<file path="src/rtl/vericlock.sv">
// 24-hour HH:MM:SS clock with 1 Hz prescaler, edge-detected set buttons and
// combinational 7-segment decode of each two-digit field.
module vericlock #(
   parameter int unsigned TICK_DIV = 100_000_000
) (
   input  logic        clk_100MHz,
   input  logic        reset,
   input  logic        inc_sec,
   input  logic        inc_min,
   input  logic        inc_hour,
   output logic [13:0] sec_7seg,
   output logic [13:0] min_7seg,
   output logic [13:0] hour_7seg
);

   localparam int unsigned   PW         = (TICK_DIV > 1) ? $clog2(TICK_DIV) : 1;
   localparam logic [PW-1:0] PRESC_LAST = PW'(TICK_DIV - 1);

   logic [PW-1:0] presc_q, presc_d;
   logic [5:0]    sec_q, sec_d;
   logic [5:0]    min_q, min_d;
   logic [4:0]    hour_q, hour_d;
   logic          inc_sec_prev_q, inc_min_prev_q, inc_hour_prev_q;

   logic tick;
   logic sec_pulse, min_pulse, hour_pulse, any_pulse;
   logic sec_last, min_last, hour_last;

   function automatic logic [6:0] seg_encode(input logic [3:0] digit);
      logic [6:0] seg;
      case (digit)
         4'd0:    seg = 7'h3F;
         4'd1:    seg = 7'h06;
         4'd2:    seg = 7'h5B;
         4'd3:    seg = 7'h4F;
         4'd4:    seg = 7'h66;
         4'd5:    seg = 7'h6D;
         4'd6:    seg = 7'h7D;
         4'd7:    seg = 7'h07;
         4'd8:    seg = 7'h7F;
         4'd9:    seg = 7'h6F;
         default: seg = 7'h00;
      endcase
      return seg;
   endfunction

   function automatic logic [13:0] field_7seg(input logic [5:0] value);
      logic [3:0] tens;
      logic [3:0] ones;
      tens = 4'(value / 6'd10);
      ones = 4'(value % 6'd10);
      return {seg_encode(tens), seg_encode(ones)};
   endfunction

   assign tick = (presc_q == PRESC_LAST);

   assign sec_pulse  = inc_sec  & ~inc_sec_prev_q;
   assign min_pulse  = inc_min  & ~inc_min_prev_q;
   assign hour_pulse = inc_hour & ~inc_hour_prev_q;
   assign any_pulse  = sec_pulse | min_pulse | hour_pulse;

   assign sec_last  = (sec_q  == 6'd59);
   assign min_last  = (min_q  == 6'd59);
   assign hour_last = (hour_q == 5'd23);

   assign presc_d = tick ? '0 : presc_q + PW'(1);

   // A button press in the same cycle as a tick swallows that tick's second.
   always_comb begin
      sec_d  = sec_q;
      min_d  = min_q;
      hour_d = hour_q;
      if (any_pulse) begin
         if (sec_pulse)  sec_d  = sec_last  ? 6'd0 : sec_q  + 6'd1;
         if (min_pulse)  min_d  = min_last  ? 6'd0 : min_q  + 6'd1;
         if (hour_pulse) hour_d = hour_last ? 5'd0 : hour_q + 5'd1;
      end else if (tick) begin
         if (sec_last) begin
            sec_d = 6'd0;
            if (min_last) begin
               min_d  = 6'd0;
               hour_d = hour_last ? 5'd0 : hour_q + 5'd1;
            end else begin
               min_d = min_q + 6'd1;
            end
         end else begin
            sec_d = sec_q + 6'd1;
         end
      end
   end

   always_ff @(posedge clk_100MHz) begin
      if (reset) begin
         presc_q         <= '0;
         sec_q           <= '0;
         min_q           <= '0;
         hour_q          <= '0;
         inc_sec_prev_q  <= 1'b0;
         inc_min_prev_q  <= 1'b0;
         inc_hour_prev_q <= 1'b0;
      end else begin
         presc_q         <= presc_d;
         sec_q           <= sec_d;
         min_q           <= min_d;
         hour_q          <= hour_d;
         inc_sec_prev_q  <= inc_sec;
         inc_min_prev_q  <= inc_min;
         inc_hour_prev_q <= inc_hour;
      end
   end

   assign sec_7seg  = field_7seg(sec_q);
   assign min_7seg  = field_7seg(min_q);
   assign hour_7seg = field_7seg({1'b0, hour_q});

endmodule

</file>
<file path="config.mk">
export PLATFORM = sky130hd
export DESIGN_NAME = vericlock
export DESIGN_NICKNAME = d
export VERILOG_FILES = /design/src/rtl/vericlock.sv
export SDC_FILE = /design/constraint.sdc
export NUM_CORES = 1
export LEC_CHECK = 0
export BUFFER_PORTS_ARGS = -buffer_cell sky130_fd_sc_hd__buf_2
export CAP_MARGIN = 20
export CORE_ASPECT_RATIO = 1.1
export CORE_UTILIZATION = 44
export CTS_CLUSTER_SIZE = 40
export DETAILED_ROUTE_END_ITERATION = 6
export PLACE_DENSITY = 0.71
export SYNTH_ARGS = -nofsm -noshare
export SYNTH_HDL_FRONTEND = slang
export SYNTH_SLANG_ARGS = --single-unit
</file>
<file path="constraint.sdc">
create_clock -name clk_100MHz -period 6.5 [get_ports clk_100MHz]
set_clock_uncertainty 0.1 [all_clocks]
set_input_delay 0.65 -clock clk_100MHz [delete_from_list [all_inputs] [get_ports clk_100MHz]]
set_output_delay 0.65 -clock clk_100MHz [all_outputs]
set_load 0.01 [all_outputs]
</file>
Yosys cells after proc, flatten, opt, wreduce, memory -nomap -nowiden
Memories as Yosys holds them, arrays and structs flattened. Index checks and enable logic that the tools add are counted. Widths: inputs -> output; s select.

$add $sub $neg: 4. Divide/modulo/power cells: 6. Equal/unequal tests: 7. Muxes and demuxes: 15. Bitwise gates (word level): 8. Reduce and logical (&&, ||, !) cells: 7.

Operator list (count): $mux 6 (9); $mux 5 (6); $add 27x1->27 const B (1); $eq 27x27->1 const B (1); $add 6x1->6 const B (2); $div 6x4->6 const B (2); $eq 6x6->1 const B (2); $mod 6x4->6 const B (2); $div 5x4->6 const B (1); $mod 5x4->6 const B (1); $ne 2x2->1 const B (3); $reduce_bool 2->1 (3); $add 5x1->5 const B (1); $eq 5x5->1 const B (1); $reduce_and 4->1 (1); $and 1x1->1 (3); $not 1->1 (3); $reduce_and 3->1 (1); $or 1x1->1 (2); $reduce_and 2->1 (1); $reduce_or 2->1 (1).

Bits in registers: 47. Memory bits (read-only): 672. Input port bits: 5. Output and inout bits: 42. Word-level logic and storage cells: 60. Memories: 6.

Memory list: (name not given) (depth 16, width 7, rd ports 1, clocked after memory_dff 0, wr ports 0, line 31) `case (digit)`; (name not given) (depth 16, width 7, rd ports 1, clocked after memory_dff 0, wr ports 0, line 31); (name not given) (depth 16, width 7, rd ports 1, clocked after memory_dff 0, wr ports 0, line 31); (name not given) (depth 16, width 7, rd ports 1, clocked after memory_dff 0, wr ports 0, line 31); (name not given) (depth 16, width 7, rd ports 1, clocked after memory_dff 0, wr ports 0, line 31); (name not given) (depth 16, width 7, rd ports 1, clocked after memory_dff 0, wr ports 0, line 31).

Logic depth before layout (Yosys ltp)
Word-level depth: 6. Gate-level depth with buffers: 13. Gate-level depth less buffers: 11.

Least setup slack after synthesis
OpenSTA, ideal clock, no wires.

Kind: flip-flop to output port. From: register min_q[3]. To: output min_7seg[3]. Arrival: 2.612 ns. Data required time: 5.750 ns. Slack: 3.138 ns. Stages on the path, launching flop included: 11. Path buffers: 0. Cells stage by stage: dfxtp_1 -> inv_1 -> ha_1 -> nand2b_1 -> a2111oi_0 -> a221o_1 -> a21oi_1 -> xnor2_1 -> ha_1 -> o22ai_1 -> a21oi_1.

Word-level cells in the longest chain between the ends: 2.

Ends and longest elaborated chain: start: declaration (line 21) `logic [5:0] min_q, min_d;`; start signal: assignment (line 104) `min_q <= min_d;`; $mod 6x4->6 (line 51) `ones = 4'(value % 6'd10);`; $mem_v2 16x7; end: declaration (line 12) `output logic [13:0] min_7seg,`.

Every way passes these cells.

Worst setup path after layout
Same ends and word-level chain as after synthesis.

==> key figures <==
Place
  • Port bufs: 45
  • Placed Cells: 658
  • Post-DP HPWL: 6182 um
  • Final Wtd Congestion: between 0.7 and 0.8

Synthesis
  • Sequential area share after synthesis: around 24%
  • Post-synthesis xor/xnor area fraction: around 4.5%
  • Number of synthesized flops with an enable pin: 0
  • Mapped Cells: 530
  • Multiplexer share of the synthesized area: 1.025%
  • Synthesized area: a little under 0.004 mm^2
  • Simple-Gate Fraction of Synth Area: roughly 29%
  • Most common cell in the netlist: nor2_1
  • Avg Cell Area, Syn: 7.370 um^2
  • Ys async rst share: 0%
  • Synth Area in Compound Gates: 23.00%
  • Synth top cells by count: nor2_1, dfxtp_1, nand2_1
  • Cell taking the most area after synthesis: dfxtp_1
  • Combinational family with the most area after synthesis: simple AND/OR/NAND/NOR gates
  • Synth unique cells: 63
  • Synth Flop Type: dfxtp_1
  • Syn Nets: 577
  • Synth area leaders: dfxtp_1, ha_1, nor2_1
  • Post-synthesis register bit count: 47
  • Synth Area in Adders: 13.45%
  • Yosys warns: 0
  • Area share of the leading cell type in the synthesized netlist: between 20% and 30%

Timing
  • RSZ-0062 raised after global routing: no
  • Hold Violations, Final: 0
  • Fin crit share: around two thirds
  • Slew @ Worst Pin: 882.3 ps
  • Hold WS: approximately 380 ps
  • Setup-failing EPs final: 0
  • Fin Setup TNS: 0 ps
  • Slew headroom: around two fifths
  • Achievable Freq: ~0.23 GHz
  • Max-slew violations: 0
  • Min Tclk post-route: about 4400 ps

Floorplan
  • Num rows: 35
  • Die area: slightly above 0.009 mm^2
  • IO Pins: 47
  • Core area: about 0.0085 mm^2
  • Starting density of the core: 45.98%
  • Die Ht: between 100 and 150 um
  • Die Wd: just over 90 um

Route
  • Total Wirelength: just over 8000 um
  • Routed len/inst: about 12 um
  • Vias: 3,708
  • Via/cell ratio: approximately 5.6
  • Antenna Violating Nets Remaining: 0
  • 1st-iter DRT viols: roughly 120
  • DRC errors left: 0
  • First-pass DRT Iterations: 4

Pwr
  • Power Density: ~130 mW/mm^2
  • Switching share of power: between 20% and 30%
  • Seq pwr share: between 50 and 60%
  • Max VDD drop: between 0.1 and 0.15 mV
  • Clock share of power: between 30% and 40%
  • Leak pwr: 1.672 nW
  • Net switching power: roughly 0.14 mW
  • Internal power: around 0.40 mW
  • Combinational Power Share: between 10 and 15%

Global route
  • First-pass GRT wire length: between 10,000 and 15,000 um
  • GRT Total Usage: a little under a fifth
  • Largest net degree at the start of global routing: 27
  • Initial antenna violation count: 0
  • Vias in the first global route: ~3,400
  • Global route overflow: 0

Cells and area
  • FILL cells: approximately 870
  • Share of layout cells above drive strength 1: 11.87%
  • Layout net count: 602
  • Area growth syn-to-layout: 8.520%
  • Ant. Diodes: 0
  • Fin cells: approximately 670

CTS
  • # Post-CTS Setup Buffers: 0
  • # clock sinks: between 40 and 50
  • Post-cts sizing count: 0
  • CTS clk-pin slew, worst paths: ~80 ps
  • # H-tree levels: 2
  • Max Root-Sink Buffers: 2
  • Clk_lat worst skew: around 300 ps
  • Total CTS buffers: 5
  • CTS tree: built
  • # hold bufs at CTS: 0
  • Root buf cell: clkbuf_8

Worst setup path
  • Nature of the critical path startpoint: flop
  • Required time of the critical path: roughly 5800 ps
  • CP endpoint kind: output pin
  • WP data arrival: between 3000 and 4000 ps
  • Kind of critical path: reg -> out
  • Crit-path max FO: 17

Outcome
  • Status: completed

Min path
  • Worst Hold Class: reg -> reg

Run
  • Max-Cap Viols: 0
## power groups by stage
stage	clock network (mW)	logic (mW)	registers (mW)
2_1_floorplan	0	0.0570	0.304
3_5_place_dp	0	0.0748	0.308
6_report	0.168	0.0751	0.301
4_1_cts	0.176	0.0754	0.301
5_1_grt	0.188	0.0882	0.302
3_3_place_gp	0	0.0727	0.307
## registers in the layout, indices dropped and copies added, names as in the netlist
| register | cells |
|---|---|
| inc_min_prev_q | 1 |
| inc_hour_prev_q | 1 |
| min_q | 6 |
| sec_q | 6 |
| presc_q | 27 |
| inc_sec_prev_q | 1 |
| hour_q | 5 |
## routing by layer
| metal | GRT usage (%) | vias up | part of all wire, % |
|---|---|---|---|
| met5 | 0 | - | 0 |
| met4 | 4.447 | 0 | 1.1 |
| met3 | 2.640 | 9 | 2.8 |
| met2 | 34.82 | 54 | 50 |
| met1 | 23.53 | 1731 | 46 |
| li1 | - | 1914 | - |
## final timing paths
check / cells after the start / start / slack, ps / end
setup / recovery: 11 / min_q[3] / 2090 / min_7seg[3]
hold reg to reg: 1 / presc_q[0] / 380 / presc_q[0]
setup reg to reg: 7 / sec_q[4] / 3670 / min_q[2]
hold / removal: 1 / presc_q[0] / 380 / presc_q[0]
## per-stage QoR
step                      util, %  power, mW  instance area (um^2)  worst slack [ps]
after floorplan                 -     0.3611                  3906              3138
after global placement      48.88     0.3801                  4153              2581
after detailed placement    48.88     0.3824                  4153              2456
after CTS                   49.84     0.5526                  4234              2105
after global routing        49.90     0.5785                  4239              1645
final                       49.90     0.5438                  4239              2086
## worst max-delay path, stage by stage (launching register included)
cell	delay, ps
dfxtp_1	630
inv_1	200
ha_1	320
nand2b_1	180
a2111oi_0	540
a221o_1	280
a21oi_1	190
xnor2_1	340
ha_1	300
o22ai_1	130
a21oi_1	90
buf_2	160
## cell usage in the layout, fill, tap and decap left out, types with 9 or more instances in the layout
master	netlist	layout
nor3_1	12	12
xnor2_1	9	9
a21oi_1	42	42
inv_1	24	24
nor2b_1	15	15
o21ai_0	42	42
nand2_1	46	46
ha_1	42	42
nand2b_1	13	13
nor2_1	67	67
buf_2	4	46
xor2_1	11	11
or3_1	11	11
nand3_1	18	18
dfxtp_1	47	47
## cells by family after synthesis
logic type                 Yosys count
muxes                                4
buffers and inverters               52
adders and majority gates           42
AOI/OAI and AO/OA                  142
other                                1
DFF                                 47
and+or+nand+nor                    222
xor gates and xnor gates            20
## final cells by class
cell class | count | area (um^2) | area share [%]
timing repair buffer | 46 | 230.2 | 5.431
inverter | 24 | 90.09 | 2.125
clock buffer | 7 | 76.32 | 1.800
tap | 111 | 138.9 | 3.276
clock inverter | 1 | 5.005 | 0.1181
multi-input combinational | 431 | 2758 | 65.05
sequential | 47 | 940.9 | 22.20
No activity file was read; power rests on OpenSTA's default activity.
